==> src/rtl/fpmul_arb.sv <==
// fpmul_arb: round-robin arbiter/sequencer sharing one fpmul instance among N
// requesters. A winner's operands are latched in IDLE, Start is pulsed in
// ISSUE, WAIT holds until Done, and RESP returns product + flags to the owner.
//
// Ports:
//   Clk, Rst              clock, synchronous active-high reset
//   Req[N]                per-requester request level (sampled in IDLE only)
//   A_in/B_in[32*N]       operands, requester i in bits [32i+31:32i]
//   Gnt[N]                one-hot grant pulse (ISSUE)
//   Rsp_Valid[N]          one-hot response pulse (RESP)
//   Rsp_P, Rsp_Flags      product and {UF,OF,NaNF,InfF,DNF,ZF}
//   Rsp_TO                response is a timeout abort
//   Busy                  high outside IDLE
//   Mul_Start/A/B/Rst     to fpmul
//   Mul_Done/P/flags      from fpmul
//
// Optional feature: define FPMUL_ARB_TIMEOUT_EN to abort a WAIT lasting
// TIMEOUT cycles without Done (quiet-NaN response, multiplier reset pulse).
module fpmul_arb #(
  parameter int N       = 4,
  parameter int TIMEOUT = 64
) (
  input  logic            Clk,
  input  logic            Rst,
  input  logic [N-1:0]    Req,
  input  logic [32*N-1:0] A_in,
  input  logic [32*N-1:0] B_in,
  output logic [N-1:0]    Gnt,
  output logic [N-1:0]    Rsp_Valid,
  output logic [31:0]     Rsp_P,
  output logic [5:0]      Rsp_Flags,
  output logic            Rsp_TO,
  output logic            Busy,
  output logic            Mul_Start,
  output logic [31:0]     Mul_A,
  output logic [31:0]     Mul_B,
  output logic            Mul_Rst,
  input  logic            Mul_Done,
  input  logic [31:0]     Mul_P,
  input  logic            Mul_UF,
  input  logic            Mul_OF,
  input  logic            Mul_NaNF,
  input  logic            Mul_InfF,
  input  logic            Mul_DNF,
  input  logic            Mul_ZF
);

  localparam int          PW = (N > 1) ? $clog2(N) : 1;
  localparam int unsigned NU = N;

  if (N < 2 || N > 8 || TIMEOUT < 1) begin : g_bad_cfg
    $error("fpmul_arb: N must be 2..8 and TIMEOUT >= 1");
  end

  typedef enum logic [1:0] {S_IDLE, S_ISSUE, S_WAIT, S_RESP} state_t;

  state_t         state_q, state_d;
  logic [PW-1:0]  ptr_q, ptr_d;
  logic [PW-1:0]  owner_q, owner_d;
  logic [31:0]    opa_q, opa_d;
  logic [31:0]    opb_q, opb_d;
  logic [31:0]    p_q, p_d;
  logic [5:0]     flags_q, flags_d;

`ifdef FPMUL_ARB_TIMEOUT_EN
  localparam int CW = $clog2(TIMEOUT + 1);
  logic [CW-1:0]  cnt_q, cnt_d;
  logic           to_q, to_d;
`endif

  // Round-robin winner: search ptr+1, ptr+2, ..., ptr (mod N).
  logic          win_found;
  logic [PW-1:0] win_idx;
  int unsigned   cand;
  int unsigned   sel;

  always_comb begin
    win_found = 1'b0;
    win_idx   = '0;
    cand      = 0;
    for (int unsigned i = 1; i <= NU; i++) begin
      cand = (32'(ptr_q) + i) % NU;
      if (!win_found && Req[cand[PW-1:0]]) begin
        win_found = 1'b1;
        win_idx   = cand[PW-1:0];
      end
    end
    sel = 32'(win_idx);
  end

  always_comb begin
    state_d   = state_q;
    ptr_d     = ptr_q;
    owner_d   = owner_q;
    opa_d     = opa_q;
    opb_d     = opb_q;
    p_d       = p_q;
    flags_d   = flags_q;
    Gnt       = '0;
    Rsp_Valid = '0;
    Mul_Start = 1'b0;
`ifdef FPMUL_ARB_TIMEOUT_EN
    cnt_d     = cnt_q;
    to_d      = to_q;
`endif
    case (state_q)
      S_IDLE: begin
        if (win_found) begin
          owner_d = win_idx;
          opa_d   = A_in[32*sel +: 32];
          opb_d   = B_in[32*sel +: 32];
          state_d = S_ISSUE;
        end
      end
      S_ISSUE: begin
        Gnt[owner_q] = 1'b1;
        Mul_Start    = 1'b1;
`ifdef FPMUL_ARB_TIMEOUT_EN
        cnt_d        = '0;
        to_d         = 1'b0;
`endif
        state_d      = S_WAIT;
      end
      S_WAIT: begin
        // Done has priority over a timeout expiring in the same cycle.
        if (Mul_Done) begin
          p_d     = Mul_P;
          flags_d = {Mul_UF, Mul_OF, Mul_NaNF, Mul_InfF, Mul_DNF, Mul_ZF};
          state_d = S_RESP;
        end
`ifdef FPMUL_ARB_TIMEOUT_EN
        else if (cnt_q == CW'(TIMEOUT - 1)) begin
          p_d     = 32'h7FC0_0000;
          flags_d = 6'b001000;
          to_d    = 1'b1;
          state_d = S_RESP;
        end else begin
          cnt_d = cnt_q + 1'b1;
        end
`endif
      end
      S_RESP: begin
        Rsp_Valid[owner_q] = 1'b1;
        ptr_d              = owner_q;
        state_d            = S_IDLE;
      end
      default: state_d = S_IDLE;
    endcase
  end

  always_ff @(posedge Clk) begin
    if (Rst) begin
      state_q <= S_IDLE;
      ptr_q   <= PW'(N - 1);
      owner_q <= '0;
      opa_q   <= '0;
      opb_q   <= '0;
      p_q     <= '0;
      flags_q <= '0;
`ifdef FPMUL_ARB_TIMEOUT_EN
      cnt_q   <= '0;
      to_q    <= 1'b0;
`endif
    end else begin
      state_q <= state_d;
      ptr_q   <= ptr_d;
      owner_q <= owner_d;
      opa_q   <= opa_d;
      opb_q   <= opb_d;
      p_q     <= p_d;
      flags_q <= flags_d;
`ifdef FPMUL_ARB_TIMEOUT_EN
      cnt_q   <= cnt_d;
      to_q    <= to_d;
`endif
    end
  end

  assign Busy      = (state_q != S_IDLE);
  assign Mul_A     = opa_q;
  assign Mul_B     = opb_q;
  assign Rsp_P     = p_q;
  assign Rsp_Flags = flags_q;

`ifdef FPMUL_ARB_TIMEOUT_EN
  assign Rsp_TO  = to_q & (state_q == S_RESP);
  assign Mul_Rst = Rst | (to_q & (state_q == S_RESP));
`else
  assign Rsp_TO  = 1'b0;
  assign Mul_Rst = Rst;
`endif

endmodule

==> config.mk <==
export PLATFORM = sky130hd
export DESIGN_NAME = fpmul_arb
export DESIGN_NICKNAME = d
export VERILOG_FILES = /design/src/rtl/fpmul_arb.sv
export SDC_FILE = /design/constraint.sdc
export NUM_CORES = 1
export LEC_CHECK = 0
export ABC_AREA = 1
export CAP_MARGIN = 20
export CORE_AREA = 5 5 157 159
export DETAILED_ROUTE_END_ITERATION = 10
export DIE_AREA = 0 0 162 164
export PLACE_DENSITY = 0.79
export SYNTH_ARGS = -nofsm -noshare
export SYNTH_HDL_FRONTEND = slang
export SYNTH_SLANG_ARGS = --single-unit
==> constraint.sdc <==
create_clock -name Clk -period 1.88 [get_ports Clk]
set_input_delay 0.188 -clock Clk [delete_from_list [all_inputs] [get_ports Clk]]
set_output_delay 0.188 -clock Clk [all_outputs]
set_load 0.05 [all_outputs]
==> results.py, run 1 <==
metrics = {
    "finish": {
        "area_delta_synth_final_pct": 91.7,
        "layout.cells.most_common": "sky130_fd_sc_hd__clkdlybuf4s50_1",
        "instances_no_fill": 1955,
        "n_fill_cell": 2060,
        "layout-drive-gt1-share_pct": 14.5,
        "number_of_nets_in_the_layout": 1965,
        "final_cell_mix": "400 x sky130_fd_sc_hd__clkdlybuf4s50_1, 269 x sky130_fd_sc_hd__nor2_1, 225 x sky130_fd_sc_hd__inv_1",
    },
    "placed_design": {
        "numPortBuffers": 413,
        "gpl.final_weighted_congestion": 0.892,
        "detailed_place_hpwl_mm": 22.0,
        "dpl.cell_count": 1895,
        "dp_slack_ps": -431,
    },
    "drt": {
        "final_antenna_net_count": 0,
        "routed_wl_per_cell_um": 16.3,
        "drc_errors": 0,
        "detailed_router_iteration_count_before_antenna_repair": 5,
        "vias_per_cell": 4.77,
        "wl_mm": 31.9,
        "first_iter_violations": 743,
        "route.vias.total": 9325,
    },
    "sta": {
        "finalSetupViolations": 65,
        "period_needed_ps": 2070,
        "worst_pin_slew_ps": 564,
        "final_critical_path_setup_slack_ps": -193,
        "fmax_ghz": 0.482,
        "finalClockSkew_ps": 14.5,
        "timing.final.hold_violations": 0,
        "slew_headroom_pct": 62.3,
        "post-route-period-util_pct": 110,
        "grt_setup_unrepaired": "true",
        "report.final.slew_viol_count": 0,
        "finalHoldWorstSlack_ps": 438,
        "timing.setup.tns_ps": -7130,
    },
    "floorplanning": {
        "dieWidth_um": 162,
        "core.rowCount": 56,
        "design.die.area_sq_mm": 0.0266,
        "floorplan.core_area_sq_mm": 0.0231,
        "start_util_pct": 30.3,
        "vertical_die_dimension_um": 164,
        "num_io_pins": 415,
    },
    "clock_tree": {
        "clkLatencyLatePin_ps": 360,
        "number_of_buffers_added_by_the_clock_tree_synthesis_step": 9,
        "htreeDepth": 3,
        "clockRootBuffer": "sky130_fd_sc_hd__clkbuf_16",
        "tritoncts_clock_tree": "done",
        "clock_sink_count": 108,
        "clk_transition_reported_paths_ps": 90,
        "clockBufferDepth": 2,
    },
    "yosys": {
        "synthDominantCellAreaShare_pct": 30.9,
        "synth_cell_types": 26,
        "syn-num-nets": 1526,
        "syn_area_sq_mm": 0.00700,
        "synth_area_leader_cell": "sky130_fd_sc_hd__dfxtp_1",
        "syn_avg_cell_area_sq_um": 5.74,
        "synth-seq-cells": 108,
        "synth_enable_flop_cells": 0,
        "post_synth_main_area_contributors": "sky130_fd_sc_hd__dfxtp_1 31%, sky130_fd_sc_hd__nor2_1 15%, sky130_fd_sc_hd__inv_1 12%",
        "async_reset_ff_share_pct": 0,
        "ys_dominant_reg_cell": "sky130_fd_sc_hd__dfxtp_1",
        "post_syn_instances": 1220,
        "portion_of_the_post_synthesis_area_used_by_sequential_elements_pct": 30.9,
        "yosysWarningCount": 0,
    },
    "run_status": {
        "violated_checks": "setup timing",
        "run_status": "finished with violations",
    },
    "grt": {
        "grt_ovf": 0,
        "grt_max_degree": 68,
        "first_global_vias": 8713,
        "wire_length_of_the_first_global_routing_pass_mm": 44.9,
        "antenna_found_initial": 1,
        "track_usage_pct": 21.0,
    },
    "power_and_ir_drop": {
        "vdd_ir_drop_max_uv": 771,
        "power_w": 0.0221,
        "cellLeakagePower_nw": 6.39,
        "power_per_cell_area_mw_per_mm2": 1650,
    },
    "setup_path": {
        "path_max_fanout": 8,
        "ff2ff_setup_slack_ps": -190,
        "r2r_cells": 17,
        "critical_path.endpoint_type": "flop",
        "timing_worst_setup_path_type": "flop to flop",
        "cp.arrival_ps": 2340,
        "critPathLaunchType": "flop",
        "critPathRequiredTime_ps": 2140,
    },
    "hold_path": {
        "hold_depth": 5,
        "min-delay-path-class": "input pin to flop",
    },
    "flow_run": {
        "cap_viol_max_count": 0,
    },
}
-- repair_timing --
action	4_1_cts	5_1_grt
pin swaps	14	39
cloned	8	15
setup endpoints to repair	68	71
hold buffers	0	0
gates resized for setup	104	118
buffers inserted	12	12
-- layout make-up --
class	instances	area, sq um	share of cell area (%)
Timing Repair Buffer	511	5650	42.1
Multi-Input combinational cell	798	4030	30.0
Sequential cell	108	2170	16.2
Inverter	231	885	6.59
Tap cell	290	363	2.70
Clock buffer	9	225	1.68
Clock inverter	7	88.8	0.662
Antenna cell	1	2.50	0.0187
-- layer usage --
layer | global-route usage, % | up-vias | wire length [um] | share of wire, %
li1 | - | 4631 | - | -
met1 | 24.4 | 4189 | 12200 | 38
met2 | 37.4 | 436 | 16000 | 50
met3 | 5.50 | 69 | 2650 | 8.3
met4 | 7.30 | 0 | 1080 | 3.4
met5 | 0 | - | 0 | 0
-- sequential cells by signal, indices dropped and copies added, names as in the netlist --
| signal | flops |
|---|---|
| Mul_A | 32 |
| state_q | 2 |
| Rsp_Flags | 6 |
| ptr_q | 2 |
| owner_q | 2 |
| Rsp_P | 32 |
| Mul_B | 32 |
-- worst max-delay path: stages, from the launching register on --
cell and delay, ps:
sky130_fd_sc_hd__dfxtp_4 370, sky130_fd_sc_hd__buf_12 140, sky130_fd_sc_hd__nand2_4 70, sky130_fd_sc_hd__nand2_4 60
sky130_fd_sc_hd__nand2_2 100, sky130_fd_sc_hd__nand2_4 90, sky130_fd_sc_hd__inv_4 80, sky130_fd_sc_hd__nand2_4 50
sky130_fd_sc_hd__nand2_4 90, sky130_fd_sc_hd__buf_12 110, sky130_fd_sc_hd__nand3_4 100, sky130_fd_sc_hd__buf_12 160
sky130_fd_sc_hd__buf_16 120, sky130_fd_sc_hd__buf_6 120, sky130_fd_sc_hd__nand2_2 60, sky130_fd_sc_hd__o21ai_2 50
sky130_fd_sc_hd__nor2_1 130, sky130_fd_sc_hd__nor2_1 50
-- report_power, final --
part	total [W]	internal, W	leakage, nW	switching [W]
sequential	0.00350	0.00305	0.891	0.000450
clock	0.00202	0.000964	0.152	0.00106
combinational	0.0166	0.00712	5.35	0.00945
total	0.0221	0.0111	6.39	0.0110
-- cells in the mapped netlist, types with 2 or more instances --
master and instances:
sky130_fd_sc_hd__ha_1 5, sky130_fd_sc_hd__o21ai_1 31, sky130_fd_sc_hd__dfxtp_1 108, sky130_fd_sc_hd__nand3_2 2, sky130_fd_sc_hd__buf_4 9, sky130_fd_sc_hd__inv_1 228
sky130_fd_sc_hd__o211ai_1 2, sky130_fd_sc_hd__buf_1 7, sky130_fd_sc_hd__nor2_1 281, sky130_fd_sc_hd__nand4_1 57, sky130_fd_sc_hd__o21ai_0 117, sky130_fd_sc_hd__buf_2 31
sky130_fd_sc_hd__clkbuf_1 30, sky130_fd_sc_hd__inv_2 2, sky130_fd_sc_hd__buf_6 7, sky130_fd_sc_hd__nand2_1 195, sky130_fd_sc_hd__nand3_1 88, sky130_fd_sc_hd__nand2_2 3
sky130_fd_sc_hd__a21oi_1 6, sky130_fd_sc_hd__nor3_1 5
-- final timing paths --
path                             endpoint  startpoint
worst max-delay path             Mul_B[7]    ptr_q[0]
worst min-delay path            Mul_B[16]         Rst
worst max register to register   Mul_B[7]    ptr_q[0]
worst min register to register  Rsp_P[25]   Rsp_P[25]
-- cell families (layout without fill, tap and decap cells) --
group | after synthesis | after routing | share of synthesized area [%]
adder cells (fa/ha/maj) | 5 | 5 | 0.894
flip-flops | 108 | 108 | 30.9
buffers and inverters | 315 | 758 | 18.7
AND/OR/NAND/NOR | 633 | 634 | 38.0
AO/OA/AOI/OAI | 158 | 158 | 11.4
other | 1 | 2 | 0.0536
-- through the flow --
stage	utilization [%]	cell area (sq um)
2_1_floorplan	-	7000
3_3_place_gp	50.7	11700
3_5_place_dp	50.7	11700
4_1_cts	54.5	12600
5_1_grt	58.0	13400
6_report	58.0	13400
Power figures use the tool's default switching activity.
==> inputs of run 2 (changes only) <==
- CORE_AREA: 5 5 157 159 -> 2 2 163 165
- DIE_AREA: 0 0 162 164 -> 0 0 165 167
- PLACE_DENSITY: 0.79 -> unset
- PLACE_DENSITY_LB_ADDON: unset -> 0.1
==> run 2 against run 1 <==
The flow still finishes with violations (setup timing). Power barely moved. Clock power barely moved. Global-route usage increased by 0.41 points. Wire length is 0.75% lower. Via count decreased by 3.7%. Maximum frequency increased by 2.4%. Sequential power barely moved. Worst hold slack worse by 100 ps. Core utilization is 5.5 points lower. Highest routed layer unchanged.
==> results.py, run 2 (synthesis results as in run 1) <==
metrics = {
    "drt": {
        "detailed_router_iteration_count_before_antenna_repair": 7,
        "wl_mm": 31.7,
        "vias_per_cell": 4.52,
        "final_antenna_net_count": 0,
        "routed_wl_per_cell_um": 16.0,
        "drc_errors": 0,
        "first_iter_violations": 547,
        "route.vias.total": 8978,
    },
    "setup_path": {
        "critical_path.endpoint_type": "flop",
        "critPathLaunchType": "flop",
        "path_max_fanout": 14,
        "critical-path-max-stage-delay_ps": 370,
        "critPathRequiredTime_ps": 2140,
        "critical-path-top-cell-by-count": "sky130_fd_sc_hd__nand2_4",
        "cp.arrival_ps": 2280,
        "timing_worst_setup_path_type": "flop to flop",
        "critPathSlowestCell": "sky130_fd_sc_hd__dfxtp_4",
        "crit_chain": "buf_12, nand2_4, nand2_4, nand2_2, nand2_4, buf_4, buf_4, nor3_4, a21oi_4, inv_2, nand2_2, clkbuf_16, nor2_1, nor2_1",
    },
    "sta": {
        "report.final.slew_viol_count": 0,
        "worst_pin_slew_ps": 569,
        "finalHoldWorstSlack_ps": 333,
        "finalClockSkew_ps": 12.1,
        "period_needed_ps": 2030,
        "grt_setup_unrepaired": "true",
        "final_critical_path_setup_slack_ps": -145,
        "fmax_ghz": 0.494,
        "slew_headroom_pct": 62.0,
        "finalSetupViolations": 66,
        "post-route-period-util_pct": 108,
        "timing.final.hold_violations": 0,
    },
    "finish": {
        "area_delta_synth_final_pct": 93.4,
        "number_of_nets_in_the_layout": 1951,
        "layout.cells.most_common": "sky130_fd_sc_hd__clkdlybuf4s50_1",
        "layout-drive-gt1-share_pct": 17.3,
        "final_cell_mix": "394 x sky130_fd_sc_hd__clkdlybuf4s50_1, 277 x sky130_fd_sc_hd__nor2_1, 225 x sky130_fd_sc_hd__inv_1",
        "finalInstanceArea_sq_mm": 0.0135,
        "n_fill_cell": 2566,
        "instances_no_fill": 1986,
    },
    "clock_tree": {
        "clock_sink_count": 108,
        "clkLatencyLatePin_ps": 370,
        "clockBufferDepth": 2,
        "tritoncts_clock_tree": "done",
        "number_of_buffers_added_by_the_clock_tree_synthesis_step": 9,
        "clockRootBuffer": "sky130_fd_sc_hd__clkbuf_16",
        "post_cts_hold_buffer_count": 0,
        "clk_transition_reported_paths_ps": 90,
        "htreeDepth": 3,
    },
    "floorplanning": {
        "floorplan.core_area_sq_mm": 0.0258,
        "core.rowCount": 59,
        "vertical_die_dimension_um": 167,
        "num_io_pins": 415,
        "start_util_pct": 27.2,
        "dieWidth_um": 165,
        "design.die.area_sq_mm": 0.0276,
    },
    "grt": {
        "grt_max_degree": 57,
        "first_global_vias": 8547,
        "grt_ovf": 0,
        "antenna_found_initial": 1,
        "track_usage_pct": 21.4,
        "wire_length_of_the_first_global_routing_pass_mm": 46.1,
    },
    "power_and_ir_drop": {
        "power.switching_fraction_pct": 49.9,
        "vdd_ir_drop_max_uv": 940,
        "power_frac_seq_pct": 15.7,
        "clock_network_fraction_of_design_power_pct": 9.2,
        "pwr-share-comb_pct": 75.1,
        "power_per_cell_area_mw_per_mm2": 1630,
        "cellInternalPower_w": 0.0111,
        "net-switching-power_w": 0.0110,
        "cellLeakagePower_nw": 6.41,
    },
    "placed_design": {
        "gpl.final_weighted_congestion": 0.831,
        "numPortBuffers": 413,
        "detailed_place_hpwl_mm": 20.8,
        "dpl.cell_count": 1928,
        "placedInstanceArea_sq_mm": 0.0117,
        "dp_slack_ps": -378,
    },
    "run_status": {
        "run_status": "finished with violations",
        "violated_checks": "setup timing",
    },
    "flow_run": {
        "cap_viol_max_count": 0,
    },
    "hold_path": {
        "min-delay-path-class": "input pin to flop",
    },
}
## run 2: cell count changes in the layout (fill, tap and decap cells not counted), moves of 8 or more
| cell | change |
|---|---|
| sky130_fd_sc_hd__nor2_1 | +8 |
| sky130_fd_sc_hd__nor2_2 | -10 |
| sky130_fd_sc_hd__nand3_2 | +22 |
| sky130_fd_sc_hd__nand2_2 | +33 |
| sky130_fd_sc_hd__nand3_1 | -23 |
| sky130_fd_sc_hd__clkbuf_16 | -9 |
| sky130_fd_sc_hd__nand2_1 | -37 |
| sky130_fd_sc_hd__o21ai_1 | +16 |
| sky130_fd_sc_hd__o21ai_0 | -14 |
## run 2: repair_timing
action,4_1_cts,5_1_grt
cloned,13,6
buffers inserted,19,3
endpoints found under the hold margin,0,0
resized for setup,173,114
pin swaps,46,55
setup endpoints to repair,68,72
## run 2: worst max-delay path, delay by kind of cell, from the launching register on
family                 cells  cell delay (ps)
buffers and inverters      5              710
DFF                        1              370
and+or+nand+nor            8              750
AOI/OAI and AO/OA          1              100
## run 2: area by class of cell
class | count | area, sq um | share of cell area (%)
repair buffers | 498 | 5530 | 40.9
inverters | 231 | 872 | 6.44
clock buffers | 9 | 225 | 1.66
clock inverters | 7 | 86.3 | 0.638
well taps | 335 | 419 | 3.10
multi-input cells | 797 | 4230 | 31.3
flip-flops and latches | 108 | 2170 | 16.0
diodes | 1 | 2.50 | 0.0185
## run 2: per-layer routing
layer	global-route usage [%]	vias up	wire [um]
met4	6.65	0	728
met3	5.28	40	2300
met5	0	-	0
met2	38.2	320	15800
li1	-	4601	-
met1	24.9	4017	12800
## run 2: path summary, 6_finish.rpt
path | startpoint | end | slack, ps | depth (start not counted)
max | ptr_q[0] | Mul_B[3] | -150 | 14
min | Rst | Mul_B[27] | 330 | 4
max reg2reg | ptr_q[0] | Mul_B[3] | -150 | 14
min reg2reg | Rsp_P[2] | Rsp_P[2] | 480 | 2
## run 2: per-stage QoR
stage | total power [W] | setup TNS (ps) | utilization, %
global route | 0.0236 | -13730 | 52.5
floorplan | 0.0115 | -1660 | -
global placement | 0.0156 | -21230 | 45.4
finish | 0.0221 | -6000 | 52.5
detailed placement | 0.0157 | -21560 | 45.4
CTS | 0.0211 | -5850 | 50.2
## run 2: power groups by stage
stage                     registers, W  clock network (W)  logic (W)
after floorplan                0.00580                  0    0.00570
after detailed placement       0.00350                  0     0.0122
after global routing           0.00356            0.00220     0.0178
final                          0.00347            0.00204     0.0166
after global placement         0.00348                  0     0.0121
after CTS                      0.00346            0.00214     0.0155
==> variant 1: new RTL, flow settings as in run 1 <==
Add a define of `FPMUL_ARB_TIMEOUT_EN`.
--- a/src/rtl/fpmul_arb.sv
+++ b/src/rtl/fpmul_arb.sv
@@ -16,6 +16,8 @@
 //
 // Optional feature: define FPMUL_ARB_TIMEOUT_EN to abort a WAIT lasting
 // TIMEOUT cycles without Done (quiet-NaN response, multiplier reset pulse).
+`define FPMUL_ARB_TIMEOUT_EN
+
 module fpmul_arb #(
   parameter int N       = 4,
   parameter int TIMEOUT = 64
Check against the original RTL: no difference found for any inputs over 4 cycles, from zero or initial values and one cycle with Rst high; that may be too few to reach the edited logic, so the function may still have changed.
==> variant 1 against run 1 <==
The run still ends with negative setup slack left; largest cell class unchanged; sequential cell count increased by 8; area after synthesis rose by 1.4%; first-iteration DRC count fell by 3.4%; die area unchanged; cell area increased by 0.24%; worst setup slack better by 69 ps; power rose by 3.3%; routed wire length is 6.7% higher.
==> variant 1: results (changes against run 1) <==
[global_routing]
track_usage_pct = 23.2  ; was 21.0%
antenna_found_initial = 1  ; unchanged
grt_first_pass_wirelength_um = 48800  ; was 44900 µm
grt_pass1_vias = 8992  ; was 8713
grt_start_max_net_pins = 87  ; was 68

[worst_setup_path]
startpoint = ptr_q[0]  ; unchanged
worstSetupEndpointType = register  ; unchanged
rr_worst_depth = 14  ; was 17
critPathSlowestCell = dfxtp_4  ; unchanged
cp_top_family = buffers and inverters  ; was simple AND/OR/NAND/NOR gates
cp_max_fo = 8  ; unchanged
cp_data_arrival_time_ps = 2310  ; was 2340 ps
slowest_delay_ps = 360
r2r_end = Mul_B[29]  ; was Mul_B[7]

[routing]
drtIter0Drc = 718  ; was 743
via_count = 9438  ; was 9325
drtPass1Iterations = 5  ; unchanged
routedWlPerCell_um = 18.1  ; was 16.3 µm

[finish]
layout-drive-gt1-share_pct = 15.8  ; was 14.5%
fin_nets = 1885  ; was 1965

[timing]
finalSetupViolations = 64  ; was 65
slew_headroom_pct = 61.6  ; was 62.3%
worst_slack_ps = -124  ; was -193 ps
fin_skew_ps = 13.4  ; was 14.5 ps
hold_violations = 0  ; unchanged
tns_ps = -4140  ; was -7130 ps

[outcome]
failed_checks = negative setup slack  ; unchanged
status = complete, but fails checks  ; unchanged

[clock_network]
clockRootBuffer = clkbuf_16  ; unchanged
clk_latency_ps = 420  ; was 360 ps
clockBufferDepth = 2  ; unchanged
clkTransAtPathRegs_ps = 70  ; was 90 ps
numCtsBuffers = 17  ; was 9
cts_htree_levels = 4  ; was 3
cts_hold_buf = 0  ; unchanged

[synthesis]
synthTopCellsByArea = dfxtp_1, nand2_1, nand3_1  ; was dfxtp_1, nor2_1, inv_1
yosys-top-cells-count = nand2_1, nand3_1, nor2_1  ; was nor2_1, inv_1, nand2_1
ys.warnings.count = 0  ; unchanged
async_flop_share_pct = 0  ; unchanged
syn_nets = 1466  ; was 1526
synth_cell_type_count = 36  ; was 26
synth_seq_area_share_pct = 32.7  ; was 30.9%

[placed_design]
dp_worst_setup_slack_ps = -405  ; was -431 ps
dpl_cell_area_mm2 = 0.0119  ; was 0.0117 mm²
place_hpwl_um = 23900  ; was 22000 µm
io_buffer_count = 414  ; was 413
gp_congestion = 0.852  ; was 0.892

[power_and_ir_drop]
ir_drop_mv = 0.776  ; was 0.771 mV
p_leak_uw = 0.00586  ; was 0.00639 µW

[hold_path]
hold_class = input port to register  ; unchanged

variant 1: tightest hold or removal path, stage by stage:
cell and delay (ps):
buf_4 120, inv_1 200, o221ai_1 130, inv_1 50
variant 1: cell type report:
class	instances	area [µm²]
sequential	116	2330
clock inverter	15	170
clock buffer	17	425
fill	2070	9680
antenna	1	2.50
inverter	98	380
timing repair buffer	484	5220
tap	290	363
multi-input combinational	862	4550
variant 1: metal layers:
layer / up-vias / share of wire (%) / track usage [%] / wire length [µm]
li1: 4565 / - / - / -
met1: 4365 / 37 / 25.5 / 12700
met2: 448 / 50 / 41.3 / 17000
met3: 60 / 9.7 / 8.36 / 3290
met4: 0 / 3.2 / 8.27 / 1100
met5: - / 0 / 0 / 0
variant 1: repair_timing:
item | in CTS | in global routing
gates resized for setup | 62 | 108
setup endpoints to repair | 68 | 97
pin swaps | 7 | 36
buffers inserted | 7 | 5
gates cloned | 4 | 5
variant 1: cell families (layout without fill, tap and decap cells):
family	after synthesis	after routing	share of synthesized area, %
AO/OA/AOI/OAI	124	124	10.6
flip-flops	116	116	32.7
AND/OR/NAND/NOR	731	731	44.4
XOR/XNOR	2	2	0.247
adder cells (fa/ha/maj)	5	5	0.881
other	0	1	0
buffers and inverters	182	614	11.2
variant 1: worst min path at each step:
stage	from	to	slack (ps)	depth (start not counted)
final	Rst	Rsp_P[25]	320	4
after global routing	Mul_UF	Rsp_Flags[5]	340	3
after floorplan	A_in[0]	Mul_A[0]	320	2
after detailed placement	cnt_q[6]	cnt_q[6]	470	2
after global placement	cnt_q[6]	cnt_q[6]	460	2
after CTS	Rst	Rsp_P[25]	310	4
variant 1: report_power, final:
part           leakage, µW  switching [µW]  total, µW  internal (µW)
Combinational      0.00462            9580      15800           6220
Clock             0.000288            1360       3350           1990
Sequential        0.000954             448       3660           3210
variant 1: stage by stage:
stage / hold WS, ps / cells / power, µW / util, %
finish: 322 / 1883 / 22800 / 58.2
global route: 344 / 1883 / 24200 / 58.2
CTS: 309 / 1874 / 21500 / 55.6
floorplan: 324 / 1160 / 12000 / -
global placement: 462 / 1831 / 16800 / 51.4
detailed placement: 474 / 1831 / 17000 / 51.4
==> variant 2: new RTL, settings of run 1 <==
Without the edit above. Put one more register stage on the output `Rsp_Flags`, cleared by the reset. The value now appears one clock later. The other outputs are not delayed to match.
--- a/src/rtl/fpmul_arb.sv
+++ b/src/rtl/fpmul_arb.sv
@@ -180,7 +180,13 @@
   assign Mul_A     = opa_q;
   assign Mul_B     = opb_q;
   assign Rsp_P     = p_q;
-  assign Rsp_Flags = flags_q;
+  always_ff @(posedge Clk) begin
+    if (Rst) begin
+      Rsp_Flags <= '0;
+    end else begin
+      Rsp_Flags <= flags_q;
+    end
+  end
 
 `ifdef FPMUL_ARB_TIMEOUT_EN
   assign Rsp_TO  = to_q & (state_q == S_RESP);
Behaviour: not the same (Yosys sat finds a counterexample within 4 cycles, from zero or initial values and one cycle with Rst high).
==> variant 2 against run 1 <==
Power increased by 5.5%; sequential cell count increased by 6; largest cell class unchanged; utilization decreased by 0.12 points; routed wire length increased by 6.5%; highest routed layer unchanged; cell area decreased by 0.21%; hold slack got worse by 150 ps; area after synthesis increased by 1.0%; clock power increased by 54%; the run still ends with negative setup slack left; die area unchanged; cell count increased by 0.72%; worst setup slack improved by 25 ps; sequential share of layout area increased by 0.92 points.
==> variant 2: results (changes against run 1) <==
[outcome]
status = complete, but fails checks  ; unchanged
failed_checks = negative setup slack  ; unchanged

[timing]
finalSetupViolations = 66  ; was 65
tns_ps = -6820  ; was -7130 ps
worst_slack_ps = -168  ; was -193 ps

[finish]
finalNonFillerCells = 1969  ; was 1955
diodes = 0  ; was 1
clock_buffers = 18  ; was 9
numSequentialCells = 114  ; was 108
ff_latch_area_mm2 = 0.00229  ; was 0.00217 mm²
layout-drive-gt1-share_pct = 12.2  ; was 14.5%

[global_routing]
grt_use_met2_pct = 39.3  ; was 37.4%
grt_pass1_vias = 8772  ; was 8713
grt_first_pass_wirelength_um = 46500  ; was 44900 µm
track_usage_pct = 22.0  ; was 21.0%
groute.layer.met1.usage_pct = 24.9  ; was 24.4%
grt_use_met3_pct = 6.62  ; was 5.50%
antenna_found_initial = 0  ; was 1

[synthesis]
synth_seq_area_share_pct = 32.3  ; was 30.9%
synthTopCellsByArea = dfxtp_1, nand2_1, nor2_1  ; was dfxtp_1, nor2_1, inv_1
avgSynthCellArea_um2 = 5.74  ; about the same

[routing]
drtPass1Iterations = 6  ; was 5
route.met2.wl_um = 16500  ; was 16000 µm
routed_wl_um = 34000  ; was 31900 µm
avgViaCountPerCell = 4.84  ; was 4.77

[clock_network]
cts-resized-gates = 78  ; was 104
cts_htree_levels = 4  ; was 3
clk_latency_ps = 410  ; was 360 ps
numCtsBuffers = 17  ; was 9
clkTransAtPathRegs_ps = 60  ; was 90 ps

[placed_design]
dp_worst_setup_slack_ps = -342  ; was -431 ps
post-place-cells = 1900  ; was 1895
place_hpwl_um = 21800  ; was 22000 µm
dpl_cell_area_mm2 = 0.0116  ; was 0.0117 mm²

[worst_setup_path]
cp_max_fo = 15  ; was 8

[power_and_ir_drop]
switchingPower_uw = 11400  ; was 11000 µW
p_leak_uw = 0.00644  ; was 0.00639 µW
switching_share_pct = 49.1  ; was 49.6%

-- variant 2: cell types whose count changed in the layout (fill, tap and decap cells not counted), sizes merged, moves of 2 or more --
cell           delta
nand2           +128
o21ai           -106
nand3           +103
nand4            -56
inv              -51
nor2             -11
buf               -8
clkdlybuf4s50     -7
clkbuf            +6
dfxtp             +6
a21oi             +4
clkinv            +3
clkinvlp          +2
-- variant 2: cell families after synthesis --
family                     count (synthesis)  synth area share (%)
AOI/OAI and AO/OA                         56                  4.09
adders and majority gates                  5                 0.885
buffers and inverters                    257                  16.3
DFF                                      114                  32.3
other                                      1                0.0530
and+or+nand+nor                          798                  46.4
-- variant 2: final timing paths --
path                            cells after the start  startpoint  slack, ps      endpoint
worst max-delay path                               16    ptr_q[0]       -170     Mul_B[26]
worst min-delay path                                4         Rst        290      ptr_q[1]
worst max register to register                     16    ptr_q[0]       -170     Mul_B[26]
worst min register to register                      2  flags_q[4]        430  Rsp_Flags[4]
